==> src/rtl/sfx_sequencer.sv <==
// sfx_sequencer: arbitrates four sound-effect requests, walks a fixed note
// table for the winning effect and drives the square-wave tone generator and
// the audio amplifier control pins.
module sfx_sequencer #(
    parameter int TICK_DIV = 100000,  // system clocks per duration tick, >= 2
    parameter int MIN_HP   = 1000     // lower clamp for half_period while sweeping
) (
    input  logic        Clk_in,
    input  logic        Rst_n,
    input  logic [3:0]  req,
    input  logic        mute,
    input  logic        gain_sel,
    output logic [20:0] half_period,
    output logic        tone_en,
    output logic        gain,
    output logic        shutdown,
    output logic        busy,
    output logic [1:0]  active_id,
    output logic        done
);

    typedef enum logic [1:0] {
        S_IDLE,
        S_LOAD,
        S_PLAY
    } state_t;

    // One note step: tone half-period, length in ticks, signed sweep per tick,
    // and whether it is the final step of its effect.
    typedef struct packed {
        logic [20:0] hp;
        logic [8:0]  dur;
        logic [11:0] sweep;
        logic        last;
    } note_t;

    localparam int                 PW         = (TICK_DIV > 1) ? $clog2(TICK_DIV) : 1;
    localparam logic [PW-1:0]      PRESC_LAST = PW'(TICK_DIV - 1);
    localparam logic [20:0]        HP_MIN     = 21'(MIN_HP);
    localparam logic [20:0]        HP_MAX     = 21'h1F_FFFF;
    localparam logic signed [22:0] HP_MIN_S   = 23'(MIN_HP);
    localparam logic signed [22:0] HP_MAX_S   = 23'sd2097151;

    // Fixed effect table indexed by effect id and step number.
    function automatic note_t note_lookup(input logic [1:0] id, input logic [1:0] stp);
        note_t n;
        case ({id, stp})
            4'b00_00: n = '{21'd113636, 9'd40,  12'd0,   1'b0};
            4'b00_01: n = '{21'd56818,  9'd40,  12'd0,   1'b1};
            4'b01_00: n = '{21'd50000,  9'd300, 12'd200, 1'b1};
            4'b10_00: n = '{21'd200000, 9'd100, 12'd500, 1'b0};
            4'b10_01: n = '{21'd250000, 9'd200, 12'd500, 1'b1};
            4'b11_00: n = '{21'd113636, 9'd150, 12'd0,   1'b0};
            4'b11_01: n = '{21'd127551, 9'd150, 12'd0,   1'b0};
            4'b11_10: n = '{21'd143172, 9'd150, 12'd0,   1'b0};
            4'b11_11: n = '{21'd170262, 9'd300, 12'd0,   1'b1};
            default:  n = '{21'd0,      9'd1,   12'd0,   1'b1};
        endcase
        return n;
    endfunction

    // Highest-index pending request wins.
    function automatic logic [1:0] hi_index(input logic [3:0] p);
        if (p[3])      return 2'd3;
        else if (p[2]) return 2'd2;
        else if (p[1]) return 2'd1;
        else           return 2'd0;
    endfunction

    state_t              state, state_d;
    logic [3:0]          pending, pending_d, clr_mask;
    logic [1:0]          step, load_id, load_step, hi_idx;
    logic [8:0]          remaining;
    logic [11:0]         sweep;
    logic                step_last;
    logic [PW-1:0]       presc;
    logic                tick, step_end, preempt, load_go, done_d, tone_en_d;
    logic signed [22:0]  hp_sum;
    logic [20:0]         hp_swept;
    note_t               note;

    assign note     = note_lookup(active_id, step);
    assign hi_idx   = hi_index(pending);
    assign tick     = (presc == PRESC_LAST);
    assign step_end = tick && (remaining == 9'd1);
    assign preempt  = (|pending) && (hi_idx > active_id);
    assign busy     = (state != S_IDLE);

    // Sweep the current half-period by one tick's worth, clamped to the legal range.
    always_comb begin
        hp_sum   = $signed({2'b00, half_period}) + $signed({{11{sweep[11]}}, sweep});
        hp_swept = hp_sum[20:0];
        if (hp_sum < HP_MIN_S)      hp_swept = HP_MIN;
        else if (hp_sum > HP_MAX_S) hp_swept = HP_MAX;
    end

    // State register.
    always_ff @(posedge Clk_in or negedge Rst_n) begin
        // NOTE: sequential state uses non-blocking assignments so every register
        // samples pre-edge values regardless of block ordering.
        if (!Rst_n) state <= S_IDLE;
        else        state <= state_d;
    end

    // Next-state decision: pick the effect/step to load, end of effect, preemption.
    always_comb begin
        // NOTE: every output of this block gets a default first so no path leaves
        // a value unassigned and no latch is inferred.
        state_d   = state;
        load_go   = 1'b0;
        load_id   = active_id;
        load_step = step;
        done_d    = 1'b0;
        case (state)
            S_IDLE: begin
                if (|pending) begin
                    state_d   = S_LOAD;
                    load_go   = 1'b1;
                    load_id   = hi_idx;
                    load_step = 2'd0;
                end
            end
            S_LOAD: state_d = S_PLAY;
            S_PLAY: begin
                if (step_end && step_last) begin
                    done_d = 1'b1;
                    if (|pending) begin
                        state_d   = S_LOAD;
                        load_go   = 1'b1;
                        load_id   = hi_idx;
                        load_step = 2'd0;
                    end else begin
                        state_d = S_IDLE;
                    end
                end else if (preempt) begin
                    // Aborted effect is dropped: no done pulse, no re-queue.
                    state_d   = S_LOAD;
                    load_go   = 1'b1;
                    load_id   = hi_idx;
                    load_step = 2'd0;
                end else if (step_end) begin
                    state_d   = S_LOAD;
                    load_go   = 1'b1;
                    load_step = step + 2'd1;
                end
            end
            default: state_d = S_IDLE;
        endcase
    end

    // Pending bookkeeping and tone enable: a new request beats a same-edge clear;
    // the tone stays on across any LOAD that is not entered from IDLE.
    always_comb begin
        clr_mask  = (load_go && load_step == 2'd0) ? (4'b0001 << load_id) : 4'b0000;
        pending_d = (pending & ~clr_mask) | req;
        tone_en_d = (state != S_IDLE) && (state_d != S_IDLE);
    end

    // Datapath: pending set, step/effect latch, prescaler, duration and sweep, amp pins.
    always_ff @(posedge Clk_in or negedge Rst_n) begin
        if (!Rst_n) begin
            pending     <= '0;
            active_id   <= '0;
            step        <= '0;
            half_period <= '0;
            remaining   <= '0;
            sweep       <= '0;
            step_last   <= 1'b0;
            presc       <= '0;
            tone_en     <= 1'b0;
            done        <= 1'b0;
            shutdown    <= 1'b0;
            gain        <= 1'b0;
        end else begin
            pending  <= pending_d;
            tone_en  <= tone_en_d;
            done     <= done_d;
            shutdown <= busy & ~mute;
            gain     <= gain_sel;
            if (load_go) begin
                active_id <= load_id;
                step      <= load_step;
            end
            if (state == S_LOAD) begin
                half_period <= note.hp;
                remaining   <= note.dur;
                sweep       <= note.sweep;
                step_last   <= note.last;
                presc       <= '0;
            end else if (state == S_PLAY) begin
                if (tick) begin
                    presc     <= '0;
                    remaining <= remaining - 9'd1;
                    if (!step_end) half_period <= hp_swept;
                end else begin
                    presc <= presc + PW'(1);
                end
            end
        end
    end

endmodule

==> config.mk <==
export PLATFORM = sky130hd
export DESIGN_NAME = sfx_sequencer
export DESIGN_NICKNAME = d
export VERILOG_FILES = /design/src/rtl/sfx_sequencer.sv
export SDC_FILE = /design/constraint.sdc
export NUM_CORES = 1
export LEC_CHECK = 0
export BUFFER_PORTS_ARGS = -buffer_cell sky130_fd_sc_hd__clkbuf_2
export CORE_MARGIN = 8
export CORE_UTILIZATION = 66
export CTS_CLUSTER_DIAMETER = 120
export DETAILED_ROUTE_END_ITERATION = 8
export HOLD_SLACK_MARGIN = 0.05
export PLACE_DENSITY = 0.85
export SYNTH_ARGS = -nofsm -noshare
export SYNTH_HDL_FRONTEND = slang
export SYNTH_SLANG_ARGS = --single-unit
==> constraint.sdc <==
create_clock -name Clk_in -period 7.6 [get_ports Clk_in]
set_input_delay 0.38 -clock Clk_in [delete_from_list [all_inputs] [get_ports Clk_in]]
set_output_delay 0.38 -clock Clk_in [all_outputs]
set_load 0.02 [all_outputs]
==> results_dict.tcl <==
set metrics [dict create \
    yosysSeqAreaShare_pct 35.2 \
    cts.repair.resized 0 \
    cp.required_ps 7800 \
    pwr-share-comb_pct 58.4 \
    std_cell_rows 30 \
    status "completed" \
    grt_max_degree 66 \
    io_buffer_count 35 \
    slew_headroom_pct 34.2 \
    max_stage_delay_ps 880 \
    multiInputGateArea_um2 2800 \
    synthArstFlopShare_pct 100 \
    fin_skew_ps 9.46 \
    cp-end-kind "flip-flop" \
    start_kind "flip-flop" \
    fmax_mhz 279 \
    hold_path.class "in -> reg" \
    cts_buffers 9 \
    fill_cells 501 \
    num_vias 4454 \
    synth_top_cells_by_area "dfrtp_1, ha_1, nor2_1, a21oi_1, o21ai_0" \
    slew_violations 0 \
    netSwitchingPower_w 0.00120 \
    crit_path_top_delay_cell "dfrtp_1" \
    dr.pass1.iters 5 \
    syn_nets 598 \
    placedCellCount 670 \
    fin_nets 619 \
    final_cell_count_no_fill 686 \
    drive_gt1_share_pct 13.2 \
    cp_max_fo 28 \
    setup_ws_ps 4020 \
    hold_viol_final 0 \
    cts-hold-fix-buffers 0 \
    grt_pass1_wl_um 19800 \
    worst_hold_slack_ps 130 \
    ys_warn_count 0 \
    yosys.area.top_type_share_pct 35.2 \
    endpoint "pending[3]" \
    drt-initial-drc-count 402 \
    routed_wl_um 12000 \
    pwr-share-clk_pct 14.4 \
    viasPerCell 6.49 \
    pin_count 36 \
    synthCells 564 \
    maxCapViolations 0 \
    worstPathCellList "clkinv_1, ha_1, nand2b_1, a221o_1, nand2_1, o21ai_1, nor2_1, o21ai_0, nor3b_1, a41oi_1" \
    rsz0062_at_grt "false" \
    clock_latency_ps 360 \
    fin_crit_ps 3580 \
    cts_setup_buffers 0 \
    ant_nets 0 \
    r2r-end "pending[3]" \
    period_share_pct 47.2 \
    core_region_area_um2 6790 \
    antennaDiodeCount 0 \
    ys_types 81 \
    reg2reg_from "active_id[1]" \
    wire_per_inst_um 17.5 \
    cts_tree "done" \
    synth_edf_count 0 \
    cts.sinks 65 \
    antenna_found_initial 0 \
    max_slew.worst_pin.slew_ps 983 \
    grt_pass1_vias 4127 \
    p_per_area_nw_per_um2 467 \
    ff2ff_path_depth 10 \
    r2r_slack_ps 4020 \
    switching_share_pct 51.1 \
    setup_viol_count_final 0 \
    crit_type "reg -> reg" \
    synth_area_per_cell_um2 8.19 \
    chipHeight_um 99.7 \
    ys_ff_latch 65 \
    seq_area_um2 1630 \
    synth_top_cell_by_area "dfrtp_1" \
    worstPathArrival_ps 3790 \
    routabilityCongestion 0.985 \
    cts.path.max_buffers 2 \
    p_int_w 0.00115 \
    power_frac_seq_pct 27.2 \
    cts_root_buf "clkbuf_8" \
    syn2layout_area_growth_pct 9.20 \
    tns_ps 0 \
    grt_usage_pct 24.5 \
    die_area_um2 9940 \
    clk_pin_slew_ps 70 \
    ir_drop_mv 0.334 \
    drc 0 \
    chipWidth_um 99.7 \
    leakage_nw 2.18 \
    crit_start "active_id[1]" \
    start_util_pct 68.0 \
    place_hpwl_um 8230 \
    synthFlopType "dfrtp_1" \
    overflow 0 \
    h-tree-depth 3 \
    dp_slack_ps 4100 \
    syn-cell-area_um2 4620 \
]
==> final cells by class <==
| type | count | share of cell area (%) |
|---|---|---|
| Multi-Input combinational cell | 450 | 55.4 |
| Sequential cell | 65 | 32.2 |
| Timing Repair Buffer | 38 | 3.92 |
| Clock buffer | 11 | 3.00 |
| Tap cell | 96 | 2.38 |
| Inverter | 21 | 1.56 |
| Clock inverter | 5 | 1.54 |
==> per-layer routing <==
layer	up-vias	track usage (%)	part of all wire, %
met3	41	5.59	7.6
met2	200	38.3	47
met4	0	11.9	3.1
li1	2097	-	-
met5	-	0	0
met1	2116	31.1	42
==> power groups by stage <==
stage / Combinational [W] / Clock, W / Sequential [W]
after floorplan: 0.00101 / 0 / 0.000637
after global placement: 0.00131 / 0 / 0.000631
after detailed placement: 0.00134 / 0 / 0.000640
after CTS: 0.00136 / 0.000345 / 0.000634
after global routing: 0.00151 / 0.000361 / 0.000660
final: 0.00138 / 0.000340 / 0.000640
==> synthesized netlist by cell type, types with 3 or more instances <==
master / count
and3_1: 7
and2_1: 5
nand2b_1: 6
nand3_1: 30
nand2_1: 48
o211ai_1: 5
nor2_1: 77
xor2_1: 9
a31oi_1: 17
mux2i_1: 4
o21ai_0: 43
nand4_1: 7
clkbuf_1: 22
a21oi_1: 45
a41oi_1: 3
nor4_1: 4
nor3_1: 17
a211oi_1: 6
inv_1: 19
nor4b_1: 3
dfrtp_1: 65
o21ai_1: 5
nor3b_1: 4
nand3b_1: 3
xnor2_1: 6
ha_1: 25
o22a_1: 3
==> registers in the layout, indices dropped and copies added (netlist names) <==
signal and cells:
half_period 21, presc 17, remaining 9, pending 4
sweep 3, active_id 2, state 2, step 2
done 1, gain 1, shutdown 1, step_last 1
tone_en 1
==> cell usage in the layout (no fill, tap or decap), types with 3 or more instances in the layout <==
cell type / n
nor4_1: 4
a21oi_1: 45
dfrtp_1: 65
a211oi_1: 6
ha_1: 25
and3_1: 7
clkbuf_8: 11
nand3_1: 30
o22a_1: 3
nand3b_1: 3
a31oi_1: 17
xnor2_1: 6
nor3b_1: 4
buf_4: 3
xor2_1: 9
nor2_1: 77
clkbuf_2: 34
nand2_1: 48
o21ai_1: 5
o211ai_1: 5
nand2b_1: 6
nor3_1: 17
nand4_1: 7
nor4b_1: 3
and2_1: 5
a41oi_1: 3
inv_1: 19
mux2i_1: 4
o21ai_0: 43
==> critical path, delay by kind of cell, from the launching register on <==
family | cells | cell delay [ps]
flops | 1 | 880
compound gates | 4 | 830
fa+ha+maj | 1 | 430
simple gates | 4 | 850
buf+inv | 1 | 450
==> per-stage QoR <==
| stage | instance area [µm²] | util, % | power (W) |
|---|---|---|---|
| 6_report | 5050 | 74.3 | 0.00236 |
| 5_1_grt | 5050 | 74.3 | 0.00253 |
| 4_1_cts | 5050 | 74.3 | 0.00234 |
| 3_5_place_dp | 4820 | 70.9 | 0.00198 |
| 3_3_place_gp | 4820 | 70.9 | 0.00194 |
| 2_1_floorplan | 4620 | - | 0.00165 |
==> cells by family after synthesis <==
kind of cell / synth area share, %
xor+xnor: 2.84
compound gates: 25.3
buf+inv: 4.33
fa+ha+maj: 7.20
flops: 35.2
simple gates: 23.8
mux: 1.35
==> worst min path at each step <==
stage	start	end	slack (ps)	cells past startpoint
floorplan	Rst_n	active_id[0]	80	0
global placement	gain_sel	gain	490	1
detailed placement	gain_sel	gain	490	1
CTS	gain_sel	gain	120	1
global route	gain_sel	gain	130	1
finish	gain_sel	gain	130	1
Power figures use the tool's default switching activity.
